[config.mk]
export PLATFORM = sky130hd
export DESIGN_NAME = gate_lut_sweeper
export DESIGN_NICKNAME = d
export VERILOG_FILES = /design/src/rtl/gate_lut_sweeper.sv
export SDC_FILE = /design/constraint.sdc
export NUM_CORES = 1
export LEC_CHECK = 0
export CAP_MARGIN = 40
export CORE_UTILIZATION = 40
export DETAILED_ROUTE_END_ITERATION = 10
export PLACE_DENSITY = 0.76
export REMOVE_ABC_BUFFERS = 1
export SYNTH_ARGS = -nofsm -noshare
export SYNTH_HDL_FRONTEND = slang
export SYNTH_SLANG_ARGS = --single-unit
[constraint.sdc]
create_clock -name i_clk -period 1.7 [get_ports i_clk]
set_input_delay 0.34 -clock i_clk [delete_from_list [all_inputs] [get_ports i_clk]]
set_output_delay 0.34 -clock i_clk [all_outputs]
set_load 0.005 [all_outputs]
[src/rtl/gate_lut_sweeper.sv]
// gate_lut_sweeper
// Evaluates an arbitrary N-input boolean function stored in a loadable
// truth-table register (LUT). There are two modes:
//   - single evaluation of an external input vector, with one cycle of latency;
//   - a self-driven sweep of all 2^N minterms in ascending order, which keeps
//     a running count of how many minterms evaluate to 1.
//
// Ports
//   i_clk        clock; all state changes on the rising edge
//   i_rst_n      synchronous active-low reset; overrides every other input
//   i_tt_load    load i_tt_in into the LUT (only while idle)
//   i_tt_in      new truth table; bit m is the output for minterm m
//   i_in_valid   request a single evaluation of i_in_x (only while idle)
//   i_in_x       input vector; i_in_x[N-1] is the MSB input, so minterm = i_in_x
//   i_start      request a full minterm sweep (only while idle)
//   o_tt         current LUT contents
//   o_out_valid  o_out_m / o_out_s are valid this cycle
//   o_out_m      minterm that was evaluated
//   o_out_s      function value o_tt[o_out_m]
//   o_busy       sweep in progress (high for exactly 2^N cycles)
//   o_done       one-cycle pulse after the last sweep output
//   o_ones_cnt   running or final count of ones in the current or last sweep
module gate_lut_sweeper #(
    parameter int                    N      = 2,
    parameter logic [(2**N)-1:0]     TT_RST = 4'b1101
) (
    input  logic                  i_clk,
    input  logic                  i_rst_n,
    input  logic                  i_tt_load,
    input  logic [(2**N)-1:0]     i_tt_in,
    input  logic                  i_in_valid,
    input  logic [N-1:0]          i_in_x,
    input  logic                  i_start,
    output logic [(2**N)-1:0]     o_tt,
    output logic                  o_out_valid,
    output logic [N-1:0]          o_out_m,
    output logic                  o_out_s,
    output logic                  o_busy,
    output logic                  o_done,
    output logic [N:0]            o_ones_cnt
);

    typedef enum logic {
        ST_IDLE  = 1'b0,
        ST_SWEEP = 1'b1
    } state_t;

    state_t                r_state;
    logic [(2**N)-1:0]     r_tt;
    logic [N:0]            r_cnt;        // N+1 bits so 2^N is reachable without wrapping
    logic                  r_out_valid;
    logic [N-1:0]          r_out_m;
    logic                  r_out_s;
    logic                  r_busy;
    logic                  r_done;
    logic [N:0]            r_ones_cnt;

    // Widened LUT bit for the current sweep minterm, added to the ones count.
    logic [N:0]            w_sweep_bit;

    // Zero-extend the LUT bit selected by the sweep counter.
    always_comb begin
        w_sweep_bit = {(N+1){1'b0}};
        if (r_cnt[N] == 1'b0) begin
            w_sweep_bit[0] = r_tt[r_cnt[N-1:0]];
        end else begin
            w_sweep_bit[0] = 1'b0;
        end
    end

    // Control FSM together with the LUT and all registered outputs.
    always_ff @(posedge i_clk) begin
        if (!i_rst_n) begin
            r_state     <= ST_IDLE;
            r_tt        <= TT_RST;
            r_cnt       <= {(N+1){1'b0}};
            r_out_valid <= 1'b0;
            r_out_m     <= {N{1'b0}};
            r_out_s     <= 1'b0;
            r_busy      <= 1'b0;
            r_done      <= 1'b0;
            r_ones_cnt  <= {(N+1){1'b0}};
        end else begin
            case (r_state)
                ST_IDLE: begin
                    r_done <= 1'b0;
                    if (i_tt_load) begin
                        // A table load wins over start and in_valid in the same cycle.
                        r_tt        <= i_tt_in;
                        r_out_valid <= 1'b0;
                    end else if (i_start) begin
                        // Minterm 0 is produced on the start edge itself; the counter moves to 1.
                        r_state     <= ST_SWEEP;
                        r_busy      <= 1'b1;
                        r_out_valid <= 1'b1;
                        r_out_m     <= {N{1'b0}};
                        r_out_s     <= r_tt[0];
                        r_ones_cnt  <= {{N{1'b0}}, r_tt[0]};
                        r_cnt       <= {{N{1'b0}}, 1'b1};
                    end else if (i_in_valid) begin
                        r_out_valid <= 1'b1;
                        r_out_m     <= i_in_x;
                        r_out_s     <= r_tt[i_in_x];
                    end else begin
                        r_out_valid <= 1'b0;
                    end
                end
                ST_SWEEP: begin
                    if (r_cnt[N] == 1'b0) begin
                        r_out_valid <= 1'b1;
                        r_out_m     <= r_cnt[N-1:0];
                        r_out_s     <= r_tt[r_cnt[N-1:0]];
                        r_ones_cnt  <= r_ones_cnt + w_sweep_bit;
                        r_cnt       <= r_cnt + {{N{1'b0}}, 1'b1};
                        r_done      <= 1'b0;
                    end else begin
                        // Counter reached 2^N: every minterm has been produced.
                        r_state     <= ST_IDLE;
                        r_busy      <= 1'b0;
                        r_out_valid <= 1'b0;
                        r_done      <= 1'b1;
                        r_cnt       <= {(N+1){1'b0}};
                    end
                end
                default: begin
                    r_state     <= ST_IDLE;
                    r_busy      <= 1'b0;
                    r_out_valid <= 1'b0;
                    r_done      <= 1'b0;
                    r_cnt       <= {(N+1){1'b0}};
                end
            endcase
        end
    end

    assign o_tt        = r_tt;
    assign o_out_valid = r_out_valid;
    assign o_out_m     = r_out_m;
    assign o_out_s     = r_out_s;
    assign o_busy      = r_busy;
    assign o_done      = r_done;
    assign o_ones_cnt  = r_ones_cnt;

endmodule

Yosys cells after proc, flatten, opt, wreduce, memory -nomap -nowiden

Index checks and enable logic that the tools add are counted.

Mux-type cells: 37
$lt $le $gt $ge: 2
Equality and inequality tests: 5
Reduce and logical (&&, ||, !) cells: 5
$add $sub $neg: 2
Bitwise gates (word level): 1

Operator list:

| cell                                                                          | number |
|---|---|
| 3-bit 2-to-1 mux                                                              | 6 |
| 1-bit 2-to-1 mux                                                              | 17 |
| 3-bit case mux with 2 select lines                                            | 2 |
| 1-bit case mux with 2 select lines                                            | 5 |
| 3-bit AND reduction                                                           | 3 |
| 2-bit 2-to-1 mux                                                              | 4 |
| 2-bit by 3-bit less-than comparator with 1-bit output (second input constant) | 2 |
| 2-bit inequality test (second input constant)                                 | 3 |
| 1-bit binary-select mux with 2-bit select                                     | 2 |
| 2-bit case mux with 2 select lines                                            | 1 |
| 2-bit AND reduction                                                           | 2 |
| 3-bit by 1-bit adder with 3-bit output                                        | 1 |
| 3-bit by 1-bit adder with 3-bit output (second input constant)                | 1 |
| 3-bit inequality test (second input constant)                                 | 1 |
| 2-bit by 1-bit inequality test with 1-bit output (second input constant)      | 1 |
| 1-bit NOT                                                                     | 1 |

Output and inout bits: 13
Input bits: 11
Logic and storage cells: 61
Register bits: 17

Depth between registers and ports, before layout

Gate-level depths: netlist (run 1).

Depth after elaboration: 6
Depth in mapped cells: 7
Mapped depth without buffers: 7

Worst setup path before layout (run 1)

Ideal clock, no wire load.

Kind: flip-flop to flip-flop
Start: register r_cnt[0]
End: register r_ones_cnt[1] (netlist: o_ones_cnt[1])
Setup slack: -0.117 ns
Required time: 1.572 ns
Path buffers: 0
Setup time: 0.128 ns
Data arrival time: 1.689 ns
Cell stages (with the launch flop): 7
Clock period less this slack: 1.817 ns
Cell sequence: dfxtp_1 mux4_2 and2_1 ha_1 ha_1 a22oi_1 nor2_1

Cells in the longest elaborated chain, start to end: 6

RTL lines:

| item                                      | line | source |
|---|---|---|
| from (decl)                               | 50   | `logic [N:0] r_cnt;` |
| from (signal assigned)                    | 76   | `r_cnt <= {(N+1){1'b0}};` |
| from (signal assigned)                    | 99   | `r_cnt <= {{N{1'b0}}, 1'b1};` |
| from (signal assigned)                    | 114  | `r_cnt <= r_cnt + {{N{1'b0}}, 1'b1};` |
| 1-bit binary-select mux with 2-bit select | 65   | `w_sweep_bit[0] = r_tt[r_cnt[N-1:0]];` |
| 1-bit 2-to-1 mux (not written as such)    | 65   |  |
| 1-bit 2-to-1 mux                          | 64   | `if (r_cnt[N] == 1'b0) begin` |
| 3-bit by 1-bit adder with 3-bit output    | 113  | `r_ones_cnt <= r_ones_cnt + w_sweep_bit;` |
| 3-bit 2-to-1 mux                          | 109  | `if (r_cnt[N] == 1'b0) begin` |
| 3-bit case mux with 2 select lines        | 84   | `case (r_state)` |
| to (signal assigned)                      | 82   | `r_ones_cnt <= {(N+1){1'b0}};` |
| to (signal assigned)                      | 98   | `r_ones_cnt <= {{N{1'b0}}, r_tt[0]};` |
| to (signal assigned)                      | 113  |  |
| to (decl)                                 | 56   | `logic [N:0] r_ones_cnt;` |

No other way between the ends. The select of a mux whose other input is x is not followed.
A chain may end at the register's enable or synchronous reset.

Final worst setup path (run 1)

Ends and elaborated chain as after synthesis.

==> impl_metrics.py, run 1 <==
metrics = {
    "status": {
        "outcome": "complete, but fails checks",
        "failed_checks": "setup timing",
    },
    "cts": {
        "ctsHoldBuffers": 0,
        "clk_latency_ns": 0.29,
        "cts.sinks": 17,
        "h-tree-depth": 1,
        "cts_buffers": 3,
        "clock-root-buffer": "clkbuf_4",
        "tritoncts": "yes",
        "cts_max_path_buffers": 2,
        "clk_pin_slew_ns": 0.11,
    },
    "critical_path": {
        "setup.worst_path.start_class": "flop",
        "worstSetupPathType": "reg -> reg",
        "crit_chain": "mux4_2 -> and2_4 -> ha_4 -> ha_4 -> a22oi_2 -> nor2_1",
        "cp.arrival_ns": 1.89,
        "worstPathMaxFanout": 2,
        "crit_required_ns": 1.88,
        "crit_buf_inv": 0,
        "crit_family": "multiplexers",
        "end_kind": "flop",
        "critPathSlowestCell": "mux4_2",
        "cp_common_cell": "ha_4",
        "max_stage_delay_ns": 0.50,
    },
    "cells_and_area": {
        "fin_nets": 135,
        "instances_no_fill": 145,
        "area_growth_pct": 49.1,
        "fillers": 157,
        "n_antenna_cell": 0,
        "drive_gt1_frac": 0.217,
    },
    "synthesis": {
        "ys.flop_type": "dfxtp_1",
        "ys_ff_latch": 17,
        "yosysSeqAreaShare": 0.426,
        "yosysWarnings": 0,
        "synthCells": 86,
        "netlist_area_um2": 800,
        "synth_cell_type_count": 31,
        "ys_async_sr_fraction": 0,
        "synth_edf_count": 0,
        "syn_area_per_cell_um2": 9.30,
    },
    "power_and_ir_drop": {
        "finalPower_mw": 0.900,
        "p_sw_mw": 0.246,
        "powerDensity_nw_per_um2": 755,
        "leakage_nw": 0.468,
        "pwr-share-clk": 0.241,
        "switching_share": 0.274,
        "internal-power_mw": 0.654,
        "ir_drop_mv": 0.470,
        "comb_power_share": 0.265,
        "p_seq_frac": 0.494,
    },
    "route": {
        "drtPass1Iterations": 6,
        "drc": 0,
        "met1_length_um": 796,
        "ant_nets": 0,
        "highest_layer": "met4",
        "wl_per_cell_um": 13.1,
        "wirelength_um": 1900,
        "dr_wl_met3_um": 103,
        "met2_wirelength_um": 983,
        "drt_iter0_markers": 12,
        "via_count": 739,
        "viasPerCell": 5.10,
    },
    "job": {
        "max-cap-violations": 0,
    },
    "place": {
        "gp_congestion": 0.851,
        "placed_cells": 140,
        "post-dp-hpwl_um": 1390,
        "dp_slack_ns": -0.151,
        "io_buffers": 23,
    },
    "sta": {
        "worstMarginPinSlew_ns": 0.388,
        "finalMaxSlewViolations": 0,
        "setup_viol": 1,
        "finalClockSkew_ns": 0.0123,
        "finalSetupTns_ns": -0.00580,
        "period_needed_ns": 1.71,
        "fin_ws_ns": -0.00580,
        "timing.slew.headroom": 0.741,
        "hold_viol_final": 0,
        "max_freq_mhz": 586,
        "rsz0062_at_grt": "yes",
        "finalCritPeriodShare": 1.00,
    },
    "grt": {
        "grt_max_degree": 13,
        "grt_pass1_vias": 742,
        "grt_pass1_wl_um": 3360,
        "grt_usage": 0.225,
        "grt.overflow.total": 0,
        "antenna_found_initial": 0,
    },
    "floorplanning": {
        "initial_core_util": 0.444,
        "dieArea_um2": 2180,
        "die_h_um": 46.7,
        "io_pins": 24,
        "die_w_um": 46.7,
        "coreArea_um2": 1800,
        "num_rows": 15,
    },
    "min_path": {
        "hp-class": "reg -> reg",
    },
}
## layout make-up
type | count | area [um^2] | share of cell area
flip-flops and latches | 17 | 342 | 0.286
inverters | 4 | 15.0 | 0.0126
clock inverters | 1 | 5.00 | 0.00420
clock buffers | 3 | 22.5 | 0.0189
repair buffers | 34 | 313 | 0.262
multi-input cells | 61 | 464 | 0.389
well taps | 25 | 31.3 | 0.0262
## layout by cell type (no fill, tap or decap), types with 2 or more instances in the layout
cell              n
mux2i_1           5
a21oi_1           5
a211oi_1          2
nor2_1           14
nand2_1           4
ha_4              2
nor3b_1           2
inv_1             4
dfxtp_1          16
buf_4            11
clkbuf_4          3
a22oi_1           3
clkdlybuf4s50_1  23
nor2b_1           3
nor3_1            2
## worst paths after layout
kind,start,end,slack (ns),cells after the start
setup / recovery,r_cnt[0],o_ones_cnt[1],-0.006,6
hold reg to reg,o_busy,o_busy,0.50,2
setup reg to reg,r_cnt[0],o_ones_cnt[1],-0.006,6
hold / removal,o_busy,o_busy,0.50,2
## layer usage
metal | up-vias | track usage
li1 | 369 | -
met1 | 344 | 0.259
met2 | 24 | 0.392
met3 | 2 | 0.0549
met4 | 0 | 0.103
met5 | - | 0
## synth_stat cells (2+ instances only)
| master | n | area, um^2 |
|---|---|---|
| inv_1 | 4 | 15.0 |
| nor3b_1 | 2 | 15.0 |
| nand2_1 | 4 | 15.0 |
| a21oi_1 | 5 | 25.0 |
| nor3_1 | 2 | 10.0 |
| dfxtp_1 | 17 | 340 |
| nor2_1 | 14 | 52.6 |
| nor2b_1 | 3 | 18.8 |
| a211oi_1 | 3 | 22.5 |
| ha_1 | 3 | 37.5 |
| a22oi_1 | 4 | 30.0 |
| and2_1 | 2 | 12.5 |
| mux2i_1 | 5 | 50.1 |
## power groups by stage
stage	Clock (mW)	Combinational [mW]	Sequential, mW
3_3_place_gp	0	0.209	0.451
4_1_cts	0.224	0.234	0.445
6_report	0.217	0.238	0.445
3_5_place_dp	0	0.213	0.452
2_1_floorplan	0	0.0890	0.459
5_1_grt	0.249	0.262	0.450
## state kept, by name (all words and copies together), names as in the netlist
| name | cells |
|---|---|
| o_tt | 4 |
| o_ones_cnt | 3 |
| r_cnt | 3 |
| o_out_m | 2 |
| o_busy | 1 |
| o_done | 1 |
| o_out_s | 1 |
| o_out_valid | 1 |
| r_state | 1 |
## repair_timing
| item | 4_1_cts | 5_1_grt |
|---|---|---|
| endpoints found under the setup margin | 3 | 3 |
| gates resized for setup | 7 | 2 |
| cloned | 0 | 0 |
| buffers inserted | 1 | 0 |
| pin swaps | 4 | 1 |
## stage by stage
step           area (um^2)  hold WS (ns)  utilization
2_1_floorplan          778         0.402            -
5_1_grt               1190         0.533        0.662
3_3_place_gp          1110         0.462        0.619
6_report              1190         0.500        0.662
4_1_cts               1180         0.507        0.657
3_5_place_dp          1110         0.482        0.619
## logic make-up (layout without fill, tap and decap cells)
| family | count (synthesis) | in the layout | synth area share |
|---|---|---|---|
| AND/OR/NAND/NOR | 33 | 33 | 0.214 |
| AO/OA/AOI/OAI | 19 | 19 | 0.177 |
| flip-flops | 17 | 17 | 0.426 |
| buffers and inverters | 8 | 42 | 0.0454 |
| multiplexers | 6 | 6 | 0.0908 |
| adder cells (fa/ha/maj) | 3 | 3 | 0.0470 |
## worst reg2reg max path: stages (launching register included)
cell and delay [ns]:
dfxtp_2 0.35, mux4_2 0.50, and2_4 0.16, ha_4 0.15
ha_4 0.21, a22oi_2 0.15, nor2_1 0.06
Note: power is estimated with default switching activity, not from simulation.
==> run 2: changes to the inputs <==
--- a/config.mk
+++ b/config.mk
@@ -6,6 +6,7 @@
 export NUM_CORES = 1
 export LEC_CHECK = 0
 export CAP_MARGIN = 40
+export CORE_ASPECT_RATIO = 0.9
 export CORE_UTILIZATION = 40
 export DETAILED_ROUTE_END_ITERATION = 10
 export PLACE_DENSITY = 0.76
==> run 2 against run 1 <==
The run still ends with setup timing left. Critical path depth grew 1. Register-to-register slack lost 0.08 ns. Critical path type unchanged. Non-clock buffer count grew 2. Flip-flop and latch count is the same. Highest routed layer unchanged. First-iteration DRC count grew 42%. Final area grew 0.63%.
==> impl_metrics.py, run 2 (synthesis gave the netlist of run 1 again) <==
metrics = {
    "status": {
        "outcome": "complete, but fails checks",
        "failed_checks": "setup timing",
    },
    "sta": {
        "period_needed_ns": 1.78,
        "max_freq_mhz": 560,
        "finalCritPeriodShare": 1.05,
        "worstMarginPinSlew_ns": 0.483,
        "fin_ws_ns": -0.0842,
        "finalSetupTns_ns": -0.105,
        "timing.slew.headroom": 0.677,
        "rsz0062_at_grt": "yes",
        "finalClockSkew_ns": 0.00116,
        "finalMaxSlewViolations": 0,
        "hold_viol_final": 0,
        "setup_viol": 2,
    },
    "route": {
        "viasPerCell": 5.16,
        "drt_iter0_markers": 17,
        "drtPass1Iterations": 4,
        "ant_nets": 0,
        "wirelength_um": 1930,
        "drc": 0,
        "wl_per_cell_um": 13.2,
        "via_count": 753,
    },
    "power_and_ir_drop": {
        "finalPower_mw": 0.898,
        "ir_drop_mv": 0.564,
        "powerDensity_nw_per_um2": 749,
        "leakage_nw": 0.475,
    },
    "cells_and_area": {
        "fillers": 151,
        "largest_reg_flops": 4,
        "final_cell_mix": "clkdlybuf4s50_1, dfxtp_1, nor2_1",
        "n_antenna_cell": 0,
        "layout_commonest_cell": "clkdlybuf4s50_1",
        "drive_gt1_frac": 0.213,
        "fin_nets": 137,
        "instances_no_fill": 146,
        "fin_util": 0.678,
        "area_growth_pct": 50.1,
    },
    "cts": {
        "ctsHoldBuffers": 0,
        "cts_buffers": 3,
        "clk_latency_ns": 0.29,
        "clock-root-buffer": "clkbuf_4",
        "cts_max_path_buffers": 2,
        "tritoncts": "yes",
        "h-tree-depth": 1,
        "cts.sinks": 17,
        "clk_pin_slew_ns": 0.09,
    },
    "critical_path": {
        "worstSetupPathType": "reg -> reg",
        "setup.worst_path.start_class": "flop",
        "cp.arrival_ns": 2.00,
        "worstPathMaxFanout": 2,
        "end_kind": "flop",
        "crit_required_ns": 1.92,
    },
    "grt": {
        "grt_usage": 0.219,
        "antenna_found_initial": 0,
        "grt_max_degree": 14,
        "grt_pass1_wl_um": 3370,
        "grt.overflow.total": 0,
        "grt_pass1_vias": 737,
    },
    "place": {
        "gp_congestion": 0.776,
        "post-dp-hpwl_um": 1380,
        "io_buffers": 23,
        "placed_cells": 141,
    },
    "job": {
        "max-cap-violations": 0,
    },
    "floorplanning": {
        "coreArea_um2": 1770,
        "die_h_um": 44.4,
        "die_w_um": 49.1,
        "num_rows": 14,
        "initial_core_util": 0.452,
        "io_pins": 24,
        "dieArea_um2": 2180,
    },
    "min_path": {
        "hp-class": "reg -> reg",
    },
}
## run 2: cell types whose count changed in the layout (fill, tap and decap cells not counted), sizes merged
cell | before | now
clkbuf | 3 | 4
buf | 11 | 13
clkinv | 1 | 0
## run 2: power by group
part / internal (mW) / switching [mW]
Sequential: 0.425 / 0.0224
Clock: 0.0914 / 0.126
Combinational: 0.141 / 0.0925
## run 2: area by class of cell
class,count,area (um^2),share of cell area
multi-input combinational,61,459,0.383
sequential,17,342,0.285
timing repair buffer,36,328,0.273
tap,24,30.0,0.0250
clock buffer,4,26.3,0.0219
inverter,4,15.0,0.0125
## run 2: per-stage QoR
| step | area, um^2 | setup WS, ns | hold WS, ns |
|---|---|---|---|
| global route | 1200 | -0.128 | 0.528 |
| global placement | 1130 | -0.0899 | 0.465 |
| detailed placement | 1130 | -0.159 | 0.480 |
| floorplan | 778 | -0.114 | 0.402 |
| CTS | 1200 | -0.0834 | 0.503 |
| finish | 1200 | -0.0842 | 0.493 |
## run 2: what timing repair did
item / 4_1_cts / 5_1_grt
endpoints found under the setup margin: 3 / 2
gates resized for setup: 9 / 0
buffers inserted: 1 / 0
pin swaps: 4 / 3
## run 2: critical path, stage by stage, from the launching register on
cell and delay, ns:
dfxtp_2 0.36, mux4_2 0.51, and2_4 0.16, ha_4 0.15, ha_4 0.15, a21boi_2 0.13
o21ai_1 0.09, a21oi_1 0.16
## run 2: layer usage
metal  global-route usage  wire [um]
met1                0.261        874
met2                0.340        869
met3               0.0412         90
met4                0.200         96
met5                    0          0
## run 2: final timing paths
| check | endpoint | slack [ns] | from | depth (start not counted) |
|---|---|---|---|---|
| setup / recovery | o_ones_cnt[2] | -0.08 | r_cnt[0] | 7 |
| hold / removal | o_busy | 0.49 | o_busy | 2 |
| setup reg to reg | o_ones_cnt[2] | -0.08 | r_cnt[0] | 7 |
| hold reg to reg | o_busy | 0.49 | o_busy | 2 |
==> run 3: changes to the inputs <==
--- a/config.mk
+++ b/config.mk
@@ -7,10 +7,11 @@
 export LEC_CHECK = 0
 export CAP_MARGIN = 40
 export CORE_ASPECT_RATIO = 0.9
-export CORE_UTILIZATION = 40
+export CORE_UTILIZATION = 45
 export DETAILED_ROUTE_END_ITERATION = 10
-export PLACE_DENSITY = 0.76
+export PLACE_DENSITY = 0.81
 export REMOVE_ABC_BUFFERS = 1
+export SKIP_LAST_GASP = 1
 export SYNTH_ARGS = -nofsm -noshare
 export SYNTH_HDL_FRONTEND = slang
 export SYNTH_SLANG_ARGS = --single-unit
==> constraint.sdc (replaced) <==
create_clock -name i_clk -period 2.05 [get_ports i_clk]
set_input_delay 0.41 -clock i_clk [delete_from_list [all_inputs] [get_ports i_clk]]
set_output_delay 0.41 -clock i_clk [all_outputs]
set_load 0.005 [all_outputs]
==> run 3 against run 2 <==
The flow now finishes without violations. Non-clock buffer count fell by 9. Worst hold slack improved by 0.0060 ns. Count of clock-buffer cells in the layout did not move. Critical path depth fell by 1. Final area fell by 8.8%. Worst setup slack improved by 0.24 ns. Clock power fell by 20%. Via count fell by 6.2%. Final cell count fell by 6.2%. First-iteration DRC count fell by 24%. Die area fell by 11%. Highest routed layer unchanged.
==> impl_metrics.py, run 3 (synthesis gave the netlist of run 1 again) <==
metrics = {
    "cts": {
        "cts_buffers": 3,
        "clock-root-buffer": "clkbuf_4",
        "cts_max_path_buffers": 2,
        "cts_resized": 0,
        "postCtsSetupBuffers": 0,
        "ctsHoldBuffers": 0,
        "h-tree-depth": 1,
        "clk_latency_ns": 0.28,
        "clk_pin_slew_ns": 0.10,
        "cts.sinks": 17,
        "tritoncts": "yes",
    },
    "floorplanning": {
        "die_h_um": 42.0,
        "io_pins": 24,
        "coreArea_um2": 1660,
        "die_w_um": 46.4,
        "dieArea_um2": 1950,
        "initial_core_util": 0.480,
        "num_rows": 14,
    },
    "cells_and_area": {
        "fillers": 134,
        "final_cell_mix": "clkdlybuf4s50_1, dfxtp_1, nor2_1",
        "n_antenna_cell": 0,
        "largest_reg_flops": 4,
        "fin_nets": 128,
        "drive_gt1_frac": 0.0973,
        "area_growth_pct": 36.9,
        "layout_commonest_cell": "clkdlybuf4s50_1",
        "instances_no_fill": 137,
        "fin_area_um2": 1090,
    },
    "sta": {
        "period_needed_ns": 1.89,
        "timing.slew.headroom": 0.572,
        "rsz0062_at_grt": "no",
        "finalMaxSlewViolations": 0,
        "finalSetupTns_ns": 0,
        "worstMarginPinSlew_ns": 0.641,
        "finalClockSkew_ns": 0.00593,
        "hold_viol_final": 0,
        "finalCritPeriodShare": 0.924,
        "fin_ws_ns": 0.156,
        "holdWs_ns": 0.499,
        "max_freq_mhz": 528,
        "setup_viol": 0,
    },
    "route": {
        "ant_nets": 0,
        "wl_per_cell_um": 12.2,
        "drc": 0,
        "drt_iter0_markers": 13,
        "wirelength_um": 1680,
        "via_count": 706,
        "viasPerCell": 5.15,
        "drtPass1Iterations": 4,
    },
    "place": {
        "post-dp-hpwl_um": 1240,
        "dp_slack_ns": 0.166,
        "placed_cells": 133,
        "io_buffers": 23,
        "placed_cell_area_um2": 1070,
        "gp_congestion": 0.733,
    },
    "grt": {
        "busiest_layer": "met2",
        "grt_util_met1": 0.259,
        "grt_pass1_wl_um": 2640,
        "antenna_found_initial": 0,
        "grt_usage": 0.186,
        "met3_usage": 0.0302,
        "met2_usage": 0.267,
        "grt_pass1_vias": 613,
        "grt.overflow.total": 0,
        "grt_max_degree": 19,
    },
    "critical_path": {
        "worstSetupPathType": "reg -> reg",
        "worstPathMaxFanout": 2,
        "end_kind": "flop",
        "crit_required_ns": 2.22,
        "cp.arrival_ns": 2.07,
        "setup.worst_path.start_class": "flop",
    },
    "power_and_ir_drop": {
        "leakage_nw": 0.429,
        "powerDensity_nw_per_um2": 646,
        "ir_drop_mv": 0.399,
    },
    "job": {
        "max-cap-violations": 0,
    },
    "status": {
        "outcome": "finished clean",
    },
    "min_path": {
        "hp-class": "reg -> reg",
    },
}
-- run 3: changes by cell type in the layout (fill, tap and decap cells not counted), sizes merged --
| cell | delta |
|---|---|
| buf | -9 |
-- run 3: where the power goes --
part	leakage [nW]	total, mW	switching (mW)	internal, mW
registers	0.140	0.373	0.0212	0.352
clock network	0.0150	0.174	0.0986	0.0755
logic	0.274	0.159	0.0644	0.0949
-- run 3: critical path: stages (launching register included) --
cell and delay [ns]:
dfxtp_1 0.37, mux4_2 0.53, and2_1 0.18, ha_1 0.17, ha_1 0.28, a22oi_1 0.19
nor2_1 0.05
-- run 3: path summary, 6_finish.rpt --
| kind | startpoint | endpoint | slack, ns | depth (start not counted) |
|---|---|---|---|---|
| min reg2reg | o_out_m[1] | o_out_m[1] | 0.50 | 2 |
| min | o_out_m[1] | o_out_m[1] | 0.50 | 2 |
| max reg2reg | r_cnt[0] | o_ones_cnt[1] | 0.16 | 6 |
| max | r_cnt[0] | o_ones_cnt[1] | 0.16 | 6 |
-- run 3: layout make-up --
class / count / area, um^2 / share of cell area
Tap cell: 24 / 30.0 / 0.0274
Timing Repair Buffer: 27 / 260 / 0.238
Multi-Input combinational cell: 61 / 423 / 0.386
Sequential cell: 17 / 340 / 0.311
Clock buffer: 4 / 26.3 / 0.0240
Inverter: 4 / 15.0 / 0.0137
-- run 3: routing by layer --
metal	wire (um)	part of all wire	vias up
li1	-	-	357
met1	801	0.48	327
met2	787	0.47	20
met3	67	0.040	2
met4	19	0.011	0
met5	0	0	-
-- run 3: per-stage QoR --
step                      total power, mW   util
final                               0.707  0.658
after global routing                0.745  0.658
after CTS                           0.720  0.658
after detailed placement            0.539  0.642
after global placement              0.535  0.642
after floorplan                     0.454      -
